==> src/rtl/fwd_stall_unit.sv <==
// fwd_stall_unit: forwarding and load-use stall controller for the in-order
// RV32I pipeline. It decodes the instruction in ID. It keeps a shift-register
// scoreboard of the DEPTH producers ahead of that instruction. From these it
// derives a combinational load-use stall and registered EX operand selects.
//
// Ports:
//   clk, rst        clock; synchronous active-low reset
//   id_valid        id_inst holds a real instruction
//   id_inst         instruction in ID
//   hold_in         global freeze: state holds, stall still evaluated
//   flush           kill the ID instruction (beats stall)
//   stall           load-use stall to fetch/decode registers (combinational)
//   fwd_rs1_sel     EX operand-1 source: 0=regfile, k=pipeline register k
//   fwd_rs2_sel     EX operand-2 source, same encoding
//   stall_count     saturating count of stall cycles

// Per-source youngest-match search over the scoreboard.
module fwd_match #(
  parameter int DEPTH = 3,
  parameter int SEL_W = 2
) (
  input  logic [4:0]             src_i,
  input  logic                   uses_i,
  input  logic [DEPTH:1]         vld_i,
  input  logic [DEPTH:1][4:0]    rd_i,
  input  logic [DEPTH:1]         ld_i,
  output logic [SEL_W-1:0]       sel_o,
  output logic                   ld_o
);
  always_comb begin
    sel_o = '0;
    ld_o  = 1'b0;
    // Walk oldest to youngest so the youngest match is the one left standing.
    for (int k = DEPTH; k >= 1; k--) begin
      if (uses_i && src_i != 5'd0 && vld_i[k] && rd_i[k] == src_i) begin
        sel_o = SEL_W'(k);
        ld_o  = ld_i[k];
      end
    end
  end
endmodule

module fwd_stall_unit #(
  parameter int DEPTH      = 3,
  parameter int LOAD_STAGE = 2,
  parameter int CNT_W      = 32,
  localparam int SEL_W     = $clog2(DEPTH + 1)
) (
  input  logic             clk,
  input  logic             rst,
  input  logic             id_valid,
  input  logic [31:0]      id_inst,
  input  logic             hold_in,
  input  logic             flush,
  output logic             stall,
  output logic [SEL_W-1:0] fwd_rs1_sel,
  output logic [SEL_W-1:0] fwd_rs2_sel,
  output logic [CNT_W-1:0] stall_count
);
  localparam logic [6:0] OP_LUI = 7'b0110111, OP_AUIPC = 7'b0010111,
                         OP_JAL = 7'b1101111, OP_JALR  = 7'b1100111,
                         OP_BR  = 7'b1100011, OP_LOAD  = 7'b0000011,
                         OP_ST  = 7'b0100011, OP_IMM   = 7'b0010011,
                         OP_OP  = 7'b0110011;

  // ---------------- decode ----------------
  logic [6:0] opc;
  logic [4:0] rd;
  logic       uses_rs1, uses_rs2, writes_rd, is_load;
  logic       unused_ok;

  assign opc       = id_inst[6:0];
  assign rd        = id_inst[11:7];
  assign unused_ok = ^{id_inst[31:25], id_inst[14:12]};

  always_comb begin
    uses_rs1  = 1'b0;
    uses_rs2  = 1'b0;
    writes_rd = 1'b0;
    case (opc)
      OP_LUI, OP_AUIPC, OP_JAL: writes_rd = 1'b1;
      OP_JALR, OP_LOAD, OP_IMM: begin uses_rs1 = 1'b1; writes_rd = 1'b1; end
      OP_BR, OP_ST:             begin uses_rs1 = 1'b1; uses_rs2 = 1'b1; end
      OP_OP: begin uses_rs1 = 1'b1; uses_rs2 = 1'b1; writes_rd = 1'b1; end
      default: ;
    endcase
    if (rd == 5'd0) writes_rd = 1'b0;
  end
  assign is_load = (opc == OP_LOAD);

  // ---------------- scoreboard ----------------
  // Entry valid already implies "writes a non-zero rd".
  logic [DEPTH:1]      sb_vld_q;
  logic [DEPTH:1][4:0] sb_rd_q;
  logic [DEPTH:1]      sb_ld_q;

  logic [1:0][4:0]       src;
  logic [1:0]            uses;
  logic [1:0][SEL_W-1:0] win;
  logic [1:0]            win_ld;
  logic [1:0]            src_stall;

  assign src  = {id_inst[24:20], id_inst[19:15]};
  assign uses = {uses_rs2, uses_rs1};

  for (genvar s = 0; s < 2; s++) begin : g_src
    fwd_match #(.DEPTH(DEPTH), .SEL_W(SEL_W)) u_match (
      .src_i (src[s]),
      .uses_i(uses[s]),
      .vld_i (sb_vld_q),
      .rd_i  (sb_rd_q),
      .ld_i  (sb_ld_q),
      .sel_o (win[s]),
      .ld_o  (win_ld[s])
    );
    // Load data is not yet available in registers younger than LOAD_STAGE.
    assign src_stall[s] = win_ld[s] && (win[s] < SEL_W'(LOAD_STAGE));
  end

  assign stall = id_valid && !flush && (|src_stall);

  // ---------------- state update ----------------
  logic             adv;
  logic [CNT_W-1:0] cnt_q, cnt_d;
  logic [SEL_W-1:0] sel1_q, sel2_q;

  assign adv   = id_valid && !stall && !flush;
  assign cnt_d = (stall && cnt_q != {CNT_W{1'b1}}) ? cnt_q + 1'b1 : cnt_q;

  always_ff @(posedge clk) begin
    if (!rst) begin
      sb_vld_q <= '0;
      sb_rd_q  <= '0;
      sb_ld_q  <= '0;
      sel1_q   <= '0;
      sel2_q   <= '0;
      cnt_q    <= '0;
    end else if (!hold_in) begin
      sb_vld_q <= {sb_vld_q[DEPTH-1:1], adv && writes_rd};
      sb_rd_q  <= {sb_rd_q[DEPTH-1:1], rd};
      sb_ld_q  <= {sb_ld_q[DEPTH-1:1], is_load};
      sel1_q   <= adv ? win[0] : '0;
      sel2_q   <= adv ? win[1] : '0;
      cnt_q    <= cnt_d;
    end
  end

  assign fwd_rs1_sel = sel1_q;
  assign fwd_rs2_sel = sel2_q;
  assign stall_count = cnt_q;
endmodule

==> config.mk <==
export PLATFORM = sky130hd
export DESIGN_NAME = fwd_stall_unit
export DESIGN_NICKNAME = d
export VERILOG_FILES = /design/src/rtl/fwd_stall_unit.sv
export SDC_FILE = /design/constraint.sdc
export NUM_CORES = 1
export LEC_CHECK = 0
export CAP_MARGIN = 20
export CORE_MARGIN = 3
export CORE_UTILIZATION = 45
export CTS_CLUSTER_DIAMETER = 150
export DETAILED_ROUTE_END_ITERATION = 8
export PLACE_DENSITY = 0.76
export SYNTH_ARGS = -nofsm -noshare
export SYNTH_HDL_FRONTEND = slang
export SYNTH_HIERARCHICAL = 1
export SYNTH_SLANG_ARGS = --single-unit
==> constraint.sdc <==
create_clock -name clk -period 5.7 [get_ports clk]
set_input_delay 0.57 -clock clk [delete_from_list [all_inputs] [get_ports clk]]
set_output_delay 0.57 -clock clk [all_outputs]
set_load 0.02 [all_outputs]
==> flow_summary.ini, run 1 <==
[timing]
fmax_ghz = 0.241
post-route-period-util_pct = 72.8
worst_slew_margin_rel_pct = 58.5
final_max_slew_viol_count = 0
finalClockSkew_ns = 0.0115
timing.setup.tns_ns = 0
final-hold-violation-count = 0
actual_slew_at_the_worst_max_slew_pin_ns = 0.618
report.final.setup_viol = 0
post_layout_min_period_ns = 4.15
grt_setup_unrepaired = no
fin_worst_hold_slack_ns = 0.503

[finish]
sequential_cell_area_um2 = 1140
area_delta_synth_final_pct = 28.6
num-fill-cells = 583
antennaDiodeCount = 0
layoutNonFillerInstCount = 507
final_core_util_pct = 61.4
post_route_cells_drive_above_1_share_pct = 6.74
design.final.nets = 463
multi_input_comb_area_um2 = 1890

[cts]
tritoncts = yes
clock_latency_ns = 0.35
numCtsBuffers = 9
cts.sink_count = 57
cts.reportedPaths.clkPinSlew_ns = 0.07
post_cts_hold_buffers = 0
clockBufferDepth = 2
post_cts_resize_count = 0
cts_root_buf = clkbuf_8
clock_tree.htree_level_count = 3
post_cts.repair.setup_buffers = 0

[placement]
place_hpwl_um = 5430
routabilityCongestion = 0.872
placed_instance_count = 491
placement.io_buffers = 63

[synthesis]
asyncSetResetFlopFracSynth_pct = 0
ys_dominant_reg_cell = dfxtp_1
synth_cells = 361
synth.top_cells.by_area = dfxtp_1 (37%), xnor2_1 (7.1%), mux2i_1 (6.8%)
synthesized_area_fraction_occupied_by_ao_oa_aoi_and_oai_cells_pct = 16.2
synth_largest_area_cell = dfxtp_1
post_synth_instance_area_um2 = 3100
post_synth_fa_ha_maj_area_fraction_pct = 0.404
synth_top_family_by_area = simple AND/OR/NAND/NOR gates
post_synth_and_or_nand_nor_area_fraction_pct = 27.3
postSynthRegisterBits = 57
ys_seq_area_share_pct = 36.8
ys.warnings.count = 6
muxShareOfSynthArea_pct = 6.78
most_common_library_cells_after_synthesis = dfxtp_1 (57), nor2_1 (35), a21oi_1 (29), nand2_1 (25), xnor2_1 (25)
post_synthesis_mean_instance_area_um2 = 8.59
ys_types = 50
synth.top_cell.area_share_pct = 36.8
synth_nets = 399
yosys.area_share.xor_xnor_pct = 10.2
synthMostInstantiatedCell = dfxtp_1
synth-edff-count = 0

[global_route]
global_route.usage.met1_pct = 24.4
number_of_global_route_vias_before_repair = 2723
grt_start_max_net_pins = 53
overflow = 0
global_route_wire_length_before_repair_um = 12400
top_usage_layer = met2
groute.layer.met2.usage_pct = 34.3
gr-usage-met3_pct = 3.13
grt_usage_pct = 19.9
antenna_violations_before_repair = 0

[die]
floorplan.initialDensity_pct = 47.7
pin_count = 74
die_height_um = 89.0
fp.dieW_um = 89.0
design.core.area_um2 = 6490
die_area_um2 = 7920
row_count = 29

[worst_hold_path]
worst_min_delay_path_category = reg2reg

[job]
cap_viol_max_count = 0

[pwr]
pwr_density_cell_nw_per_um2 = 219
power_uw = 874
vdd_ir_drop_max_mv = 0.126
power.static_leakage_nw = 1.31

[setup_path]
timing.critical_path.arrival_ns = 3.58
element_type_at_the_critical_path_start = input pin
path_class = in2out
cp_max_fo = 4
end_kind = output pin
required_ns = 5.13

[route]
via_per_inst = 5.72
detail_route.wirelength_um = 7430
detailedRoute.firstPassIterationCount = 4
post_drt_wl_per_cell_um = 14.7
drt_initial_violations = 95
vias = 2899
postRouteAntennaNets = 0
drcViolationCount = 0

[outcome]
run_status = complete, no violations
## metrics by stage
step           setup WS [ns]  instance area (um^2)
3_5_place_dp            1.59                  3780
2_1_floorplan           2.61                  3100
4_1_cts                 1.58                  3990
6_report                1.55                  3990
3_3_place_gp            1.65                  3780
5_1_grt                 1.40                  3990
## state kept, by name, indices dropped and copies added (netlist names)
register and flops:
stall_count 32, sb_rd_q 15, sb_ld_q 3, sb_vld_q 3, fwd_rs1_sel 2, fwd_rs2_sel 2
## path summary, 6_finish.rpt
kind,start,endpoint,slack (ns),depth (start not counted)
setup / recovery,id_inst[5],stall,1.55,11
hold / removal,stall_count[8]$_SDFFE_PN0P_,stall_count[8]$_SDFFE_PN0P_,0.50,2
setup reg to reg,sb_rd_q[13]$_SDFFE_PN0N_,stall_count[26]$_SDFFE_PN0P_,2.60,10
hold reg to reg,stall_count[8]$_SDFFE_PN0P_,stall_count[8]$_SDFFE_PN0P_,0.50,2
## placed cells by master (no fill, tap or decap), types with 2 or more instances in the layout
cell type / netlist / layout
o2111ai_1: 2 / 2
o21ai_0: 19 / 19
nor2b_1: 3 / 3
xnor2_1: 25 / 25
clkdlybuf4s50_1: 0 / 63
or4_1: 5 / 5
a21oi_2: 2 / 2
nand4b_1: 2 / 2
a21oi_1: 29 / 29
a22oi_1: 5 / 5
nand3_1: 11 / 11
nand2b_1: 4 / 4
and3_1: 4 / 4
o21ai_1: 2 / 2
nor4_1: 7 / 7
xor2_1: 11 / 11
clkinv_2: 0 / 3
mux2i_1: 21 / 21
nor3_1: 7 / 7
or3_1: 19 / 19
and4_1: 7 / 7
o21ai_2: 2 / 2
o31ai_1: 3 / 3
nor3_2: 3 / 3
and2_1: 5 / 5
clkbuf_8: 0 / 11
buf_4: 0 / 2
nor2_1: 35 / 35
nand2_1: 25 / 25
or3b_1: 2 / 2
dfxtp_1: 57 / 57
nand4_1: 12 / 12
inv_1: 2 / 2
o21bai_1: 2 / 2
## cells by family after synthesis
group                    after synthesis
flip-flops                            57
adder cells (fa/ha/maj)                1
multiplexers                          21
XOR/XNOR                              36
AND/OR/NAND/NOR                      154
buffers and inverters                 15
AO/OA/AOI/OAI                         77
## critical path, stage by stage
cell and delay (ns):
clkdlybuf4s50_1 0.51, nor2b_1 0.19, a21oi_1 0.09, nor3_1 0.29, o21ai_2 0.16, nand4b_1 0.25
or3b_1 0.40, a21oi_2 0.15, nand2b_1 0.14, a21oi_1 0.19, clkdlybuf4s50_1 0.63
## power by group
part / leakage [nW] / total [mW] / internal (mW) / switching [mW]
Combinational: 0.737 / 0.0691 / 0.0361 / 0.0330
Sequential: 0.460 / 0.408 / 0.402 / 0.00548
Clock: 0.109 / 0.398 / 0.224 / 0.174
## routing by layer
metal / share of wire [%] / up-vias
li1: - / 1456
met1: 45 / 1355
met2: 48 / 78
met3: 5.1 / 10
met4: 1.5 / 0
met5: 0 / -
## layout make-up
class                           count  area share (%)
Multi-Input combinational cell    289            47.3
Sequential cell                    57            28.6
Timing Repair Buffer               65            16.2
Clock buffer                       11            3.80
Tap cell                           77            2.42
Clock inverter                      5            1.35
Inverter                            3           0.282
(Power assumes the default switching activity.)
==> run 2, diff against run 1 <==
PLACE_DENSITY = 0.79   (was 0.76)
clock period = 3.6 ns   (was 5.7 ns; I/O delays follow)
==> run 2 against run 1 <==
- cell count rose by 2.8%
- sequential share of layout area fell by 0.73 points
- sequential cell count did not move
- setup slack got worse by 1.2 ns
- clock power rose by 47%
- combinational power rose by 72%
- clock skew fell by 0.0019 ns
- register-to-register slack got worse by 1.9 ns
- non-clock buffer count rose by 14
==> flow_summary.ini, run 2 (synthesis gave the netlist of run 1 again) <==
[outcome]
run_status = complete, no violations

[route]
postRouteAntennaNets = 0
drt_initial_violations = 102
vias = 2935
detail_route.wirelength_um = 7370
detailedRoute.firstPassIterationCount = 5
drcViolationCount = 0
via_per_inst = 5.63
routed-wl-met2_um = 3660
wl_met3_um = 396
highest-signal-layer = met4
post_drt_wl_per_cell_um = 14.2
met1_length_um = 3230

[global_route]
overflow = 0
number_of_global_route_vias_before_repair = 2866
antenna_violations_before_repair = 0
global_route_wire_length_before_repair_um = 12700
grt_start_max_net_pins = 52
grt_usage_pct = 20.4

[die]
pin_count = 74
die_area_um2 = 7920
floorplan.initialDensity_pct = 47.7
row_count = 29
design.core.area_um2 = 6490
fp.dieW_um = 89.0
die_height_um = 89.0

[timing]
report.final.setup_viol = 0
finalClockSkew_ns = 0.00962
final-hold-violation-count = 0
post-route-period-util_pct = 90.6
grt_setup_unrepaired = no
worst_slew_margin_rel_pct = 63.7
actual_slew_at_the_worst_max_slew_pin_ns = 0.545
final_max_slew_viol_count = 0
fmax_ghz = 0.306
post_layout_min_period_ns = 3.26

[pwr]
power.share.combinational_pct = 8.8
pwr_density_cell_nw_per_um2 = 330
power_switching_share_pct = 23.1
vdd_ir_drop_max_mv = 0.252
power_mw = 1.35
share_seq_of_total_power_pct = 47.9
net-switching-power_uw = 311
power_frac_clock_pct = 43.3
power.static_leakage_nw = 1.38
internal_power_mw = 1.04

[placement]
placement.io_buffers = 63
place_hpwl_um = 5540
routabilityCongestion = 0.913

[cts]
post_cts.repair.setup_buffers = 0
cts.reportedPaths.clkPinSlew_ns = 0.07
cts.sink_count = 57
clock_latency_ns = 0.33
clock_tree.htree_level_count = 3
tritoncts = yes
cts_root_buf = clkbuf_8
numCtsBuffers = 9
post_cts_resize_count = 1
clockBufferDepth = 2
post_cts_hold_buffers = 0

[finish]
post_route_cells_drive_above_1_share_pct = 9.68
design.final.nets = 477
antennaDiodeCount = 0
final_core_util_pct = 63.0
mostFrequentLayoutCell = clkdlybuf4s50_1
largest_register_ff_count = 32
area_delta_synth_final_pct = 31.9
layout.cells.most_common_list = clkdlybuf4s50_1 (62), dfxtp_1 (57), nor2_1 (35)

[setup_path]
timing.critical_path.arrival_ns = 3.53
required_ns = 3.87
end_kind = flop
cp_max_fo = 6
element_type_at_the_critical_path_start = input pin
path_class = in2reg

[worst_hold_path]
worst_min_delay_path_category = reg2reg

[job]
cap_viol_max_count = 0
[run 2: changes by cell type in the layout (fill, tap and decap cells not counted), sizes merged]
cell and change:
buf +14, clkinv -2, clkinvlp +2, clkdlybuf4s50 -1, dlymetal6s2s +1
[run 2: cell type report]
class                      count  area (um^2)
clock buffer                  11          141
sequential                    57         1140
multi-input combinational    289         1890
timing repair buffer          79          753
fill                         565         2400
clock inverter                 5         55.1
inverter                       3         11.3
tap                           77         96.3
[run 2: routing by layer]
layer	vias to the layer above	track usage [%]
li1	1489	-
met1	1360	24.0
met2	76	35.8
met3	10	6.27
met4	0	5.82
met5	-	0
[run 2: per-stage QoR]
stage	area, um^2	setup TNS, ns	hold slack, ns	setup WS, ns	cells
final	4090	0	0.502	0.337	521
after global routing	4090	0	0.542	0.139	521
after CTS	4090	0	0.504	0.0604	521
after detailed placement	3890	-0.409	0.495	-0.0621	505
after global placement	3890	0	0.483	0.0739	505
after floorplan	3100	0	0.468	0.724	361
[run 2: power groups by stage]
stage,registers [mW],clock network (mW),logic (mW)
3_5_place_dp,0.659,0,0.118
6_report,0.645,0.584,0.119
4_1_cts,0.645,0.601,0.119
3_3_place_gp,0.659,0,0.115
2_1_floorplan,0.658,0,0.0603
5_1_grt,0.646,0.635,0.129
[run 2: critical path: stages]
cell and delay [ns]:
clkdlybuf4s50_1 0.54, or4_1 0.49, o21ai_2 0.23, nor3_2 0.08, or3b_1 0.39, a21oi_2 0.14, nand2b_1 0.14, a211oi_4 0.40
nand4_1 0.25, or3_1 0.37, a21oi_1 0.14
[run 2: worst paths after layout]
kind / from / to / slack (ns) / cells after the start
worst max register to register: sb_rd_q[13]$_SDFFE_PN0N_ / stall_count[26]$_SDFFE_PN0P_ / 0.72 / 10
worst min-delay path: stall_count[17]$_SDFFE_PN0P_ / stall_count[17]$_SDFFE_PN0P_ / 0.50 / 2
worst min register to register: stall_count[17]$_SDFFE_PN0P_ / stall_count[17]$_SDFFE_PN0P_ / 0.50 / 2
worst max-delay path: id_inst[18] / stall_count[27]$_SDFFE_PN0P_ / 0.34 / 11
==> RTL edit 1, RTL diff (flow settings as in run 1) <==
Make the reset (`rst`) asynchronous in one clocked block. Comments in the files are not updated.
--- a/src/rtl/fwd_stall_unit.sv
+++ b/src/rtl/fwd_stall_unit.sv
@@ -128,5 +128,5 @@
   assign cnt_d = (stall && cnt_q != {CNT_W{1'b1}}) ? cnt_q + 1'b1 : cnt_q;
 
-  always_ff @(posedge clk) begin
+  always_ff @(posedge clk or negedge rst) begin
     if (!rst) begin
       sb_vld_q <= '0;
Formal check against the unedited RTL: differs if rst is asserted again (counterexample within 4 cycles, from zero or initial values and one cycle with rst low); with rst held inactive, the same outputs for 10 cycles.
==> RTL edit 1 against run 1 <==
Sequential share of layout area increased by 6.1 points; design area increased by 3.1%; area after synthesis increased by 3.8%; non-clock buffer count unchanged; wire length decreased by 5.3%; sequential cell count unchanged; worst setup slack got worse by 0.10 ns; synthesized cell count decreased by 19%; combinational power increased by 42%; fmax decreased by 2.4%; clock skew decreased by 0.0056 ns; power increased by 0.92%; hold slack got worse by 0.14 ns; clock power decreased by 14%; critical path type unchanged; highest routed layer unchanged.
==> RTL edit 1: results (changes against run 1) <==
* Clk_skew at 0.00595 ns (-0.00559 ns)
* Internal reg-to-reg setup slack at 2.66 ns (+0.06 ns)
* First-pass GRT wire length at 12000 um (-3.7%)
* DP Wirelength at 5170 um (-4.7%)
* Most frequent cells after synthesis: 57 x dfrtp_1, 39 x xnor2_1, 22 x nand4_1
* Initial antenna violation count at 0 (unchanged)
* MaxCap Viol Count at 0 (unchanged)
* Final WL at 7040 um (-5.3%)
* H-tree lvl count at 3 (unchanged)
* Final Hold Slack at 0.366 ns (-0.137 ns)
* Most used DFF post-synth: dfrtp_1
* Share of layout cells above drive strength 1 at 0.170 (+0.102)
* Post-layout nets at 399 (-14%)
* VDD IR max at 0.158 mV (+26%)
* Mux cell area share after synthesis at 0.0743 (+0.00646)
* Library cells used by synthesis at 47 (-6.0%)
* Setup bufs post-CTS at 0 (unchanged)
* Initial DRC Count at 85 (-11%)
* Vias in the first global route at 2471 (-9.3%)
* Lkg Pwr at 1.68 nW (+29%)
* Fillers at 602 (+3.3%)
* Compound-gate portion of the synthesized area at 0.0517 (-0.111)
* Dpl cells at 446 (-9.2%)
* Outcome: complete, no violations
* Total global-route track usage at 0.180 (-0.0190)
* Largest cells by area after synthesis: dfrtp_1 44%, xnor2_1 11%, mux2_2 6.6%
* Buffers on Ports at 63 (unchanged)
* Post-synthesis adder-cell area fraction at 0.00389 (-0.000147)
* Ys async rst share at 1.00 (+1.00)
* Resized Gates After CTS at 0 (unchanged)
* Clk_lat worst skew at 0.33 ns (-0.02 ns)
* GP Congestion at 0.803 (-7.9%)
* Drt first pass iters at 4 (unchanged)
* Largest net degree at the start of global routing at 58 (+9.4%)
* CTS root buf: clkbuf_8
* Routed Antenna Nets at 0 (unchanged)
* Worst min path class: in2async
* Fin cells at 461 (-9.1%)
* Reg clk slew, reported paths at 0.06 ns
* Diode count at 0 (unchanged)
* CTS Buffer Depth at 2 (unchanged)
* Worst slew margin at 0.460 (-0.125)
* Post-synthesis cell count at 291 (-19%)
* Yosys warns at 6 (unchanged)
* Vias per cell at 5.37 (-6.0%)
* CP max FO at 4 (unchanged)
* Post-synthesis sequential area ratio at 0.443 (+0.0752)
* Synthesized net count at 329 (-18%)
* XOR/XNOR Fraction of Synth Area at 0.163 (+0.0616)
-- RTL edit 1: area by class of cell --
cell class	instances	area [um^2]	share of cell area
inverters	5	18.8	0.00457
flip-flops and latches	57	1430	0.347
well taps	96	120	0.0292
clock inverters	3	15.0	0.00365
repair buffers	65	641	0.156
clock buffers	12	165	0.0402
multi-input cells	223	1720	0.419
-- RTL edit 1: power by group --
part           internal, mW  switching, mW
sequential            0.421         0.0214
combinational        0.0567         0.0411
clock                 0.189          0.153
-- RTL edit 1: cells by family after synthesis --
group	after synthesis
buffers and inverters	11
AND/OR/NAND/NOR	118
AO/OA/AOI/OAI	23
adder cells (fa/ha/maj)	1
XOR/XNOR	60
flip-flops	57
multiplexers	21
-- RTL edit 1: critical path: stages --
cell and delay (ns):
clkdlybuf4s50_1 0.51, or4_1 0.57, o21ai_2 0.21, nor3_2 0.10, or3b_1 0.39, a21oi_2 0.11
nor2b_1 0.28, nor2_1 0.11, nor3b_1 0.20, clkdlybuf4s50_1 0.63
-- RTL edit 1: per-stage QoR --
stage,cell area (um^2),setup slack (ns)
after floorplan,3220,2.45
final,4110,1.45
after global routing,4110,1.24
after global placement,3930,1.49
after detailed placement,3930,1.44
after CTS,4110,1.44
-- RTL edit 1: path summary, 6_finish.rpt --
kind / start / to / cells after the start
min in group clk: stall_count[18] / stall_count[18] / 1
min: rst / stall_count[9] / 2
max: id_inst[21] / stall / 10
max in group asynchronous: rst / stall_count[27] / 2
max reg2reg: sb_rd_q[13] / stall_count[15] / 10
min reg2reg: stall_count[18] / stall_count[18] / 1
-- RTL edit 1: per-layer routing --
layer	share of wire	GRT usage	up-vias
li1	-	-	1192
met1	0.48	0.250	1231
met2	0.47	0.277	48
met3	0.033	0.0317	6
met4	0.013	0.0753	0
met5	0	0	-
==> RTL edit 2, RTL diff (flow settings as in run 1) <==
Made on the original files. The parameter `CNT_W` goes from 32 to 16.
--- a/src/rtl/fwd_stall_unit.sv
+++ b/src/rtl/fwd_stall_unit.sv
@@ -44,5 +44,5 @@
   parameter int DEPTH      = 3,
   parameter int LOAD_STAGE = 2,
-  parameter int CNT_W      = 32,
+  parameter int CNT_W      = 16,
   localparam int SEL_W     = $clog2(DEPTH + 1)
 ) (
Interface: changed (resized stall_count); port bits go from 74 to 58. The function was not compared with the original's and may differ.
==> RTL edit 2 against run 1 <==
Sequential cell count shrank 16; sequential power shrank 27%; clock power shrank 43%; wire length shrank 31%; synthesized cell count shrank 29%; count of clock-buffer cells in the layout shrank 6; fmax shrank 2.0%; register-to-register slack gained 0.12 ns; power shrank 32%; worst setup slack lost 0.084 ns; hold slack gained 0.012 ns; design area shrank 25%; area after synthesis shrank 24%; largest power group unchanged.
==> RTL edit 2: results (changes against run 1) <==
* Worst slew margin at 0.711 (+0.126)
* Met1 GRT Util at 0.234 (-0.00902)
* Share of layout cells above drive strength 1 at 0.0590 (-0.00843)
* P_int at 0.457 mW (-31%)
* Clock Power Share at 0.385 (-0.070)
* Vias in the first global route at 1849 (-32%)
* DP Wirelength at 3810 um (-30%)
* WL met3 at 228 um (-40%)
* Most frequent cells after synthesis: 41 x dfxtp_1, 29 x nor2b_1, 24 x mux2i_1
* Seq pwr share at 0.498 (+0.032)
* Outcome: complete, no violations
* Post-layout nets at 343 (-26%)
* Clk_skew at 0.00856 ns (-0.00299 ns)
* GR Util met3 at 0.0424 (+0.0111)
* Final WL at 5140 um (-31%)
* CTS root buf: clkbuf_8
* Buffers on Ports at 47 (-25%)
* Post-DP Area at 2880 um^2 (-24%)
* Post-Route M1 WL at 2500 um (-25%)
* Met2 Usage GRT at 0.286 (-0.0568)
* Post-synthesis adder-cell area fraction at 0.00532 (+0.00128)
* Clk_lat worst skew at 0.30 ns (-0.05 ns)
* Largest net degree at the start of global routing at 46 (-13%)
* Lkg Pwr at 1.05 nW (-20%)
* H-tree lvl count at 2 (-1)
* Synthesized net count at 295 (-26%)
* WL met2 at 2350 um (-35%)
* Mux cell area share after synthesis at 0.102 (+0.0343)
* Vias at 2017 (-30%)
* VDD IR max at 0.130 mV (+3.6%)
* XOR/XNOR Fraction of Synth Area at 0.127 (+0.0248)
* Vias per cell at 5.42 (-5.2%)
* Compound-gate portion of the synthesized area at 0.110 (-0.0527)
* Pwr Density at 199 nW/um^2 (-9.3%)
* GP Congestion at 0.800 (-8.2%)
* Crit path DAT at 3.66 ns (+0.08 ns)
* Largest cells by area after synthesis: dfxtp_1 35%, mux2i_1 10%, xnor2_1 8.6%
* Max reg flops at 16 (-50%)
RTL edit 2: cell count changes after synthesis, sizes merged, moves of 5 or more:
cell / delta
or3: -15
nor2: -30
nand2: -10
nor2b: +26
dfxtp: -16
nand4: -5
nand3: -5
a21oi: -22
a21boi: +7
o21ai: -16
RTL edit 2: worst min-delay path, stage by stage, from the launching register on:
cell and delay, ns:
dfxtp_1 0.34, nand2_1 0.07, mux2i_1 0.06
RTL edit 2: layout make-up:
cell class	count	area [um^2]
clock buffers	5	68.8
clock inverters	2	35.0
fillers	465	1900
inverters	3	11.3
multi-input cells	205	1480
flip-flops and latches	41	821
well taps	67	83.8
repair buffers	49	485
RTL edit 2: final timing paths:
path              startpoint               to  slack, ns
max              id_inst[24]            stall       1.47
min          stall_count[11]  stall_count[11]       0.51
max reg2reg      sb_rd_q[13]  stall_count[15]       2.72
min reg2reg  stall_count[11]  stall_count[11]       0.51
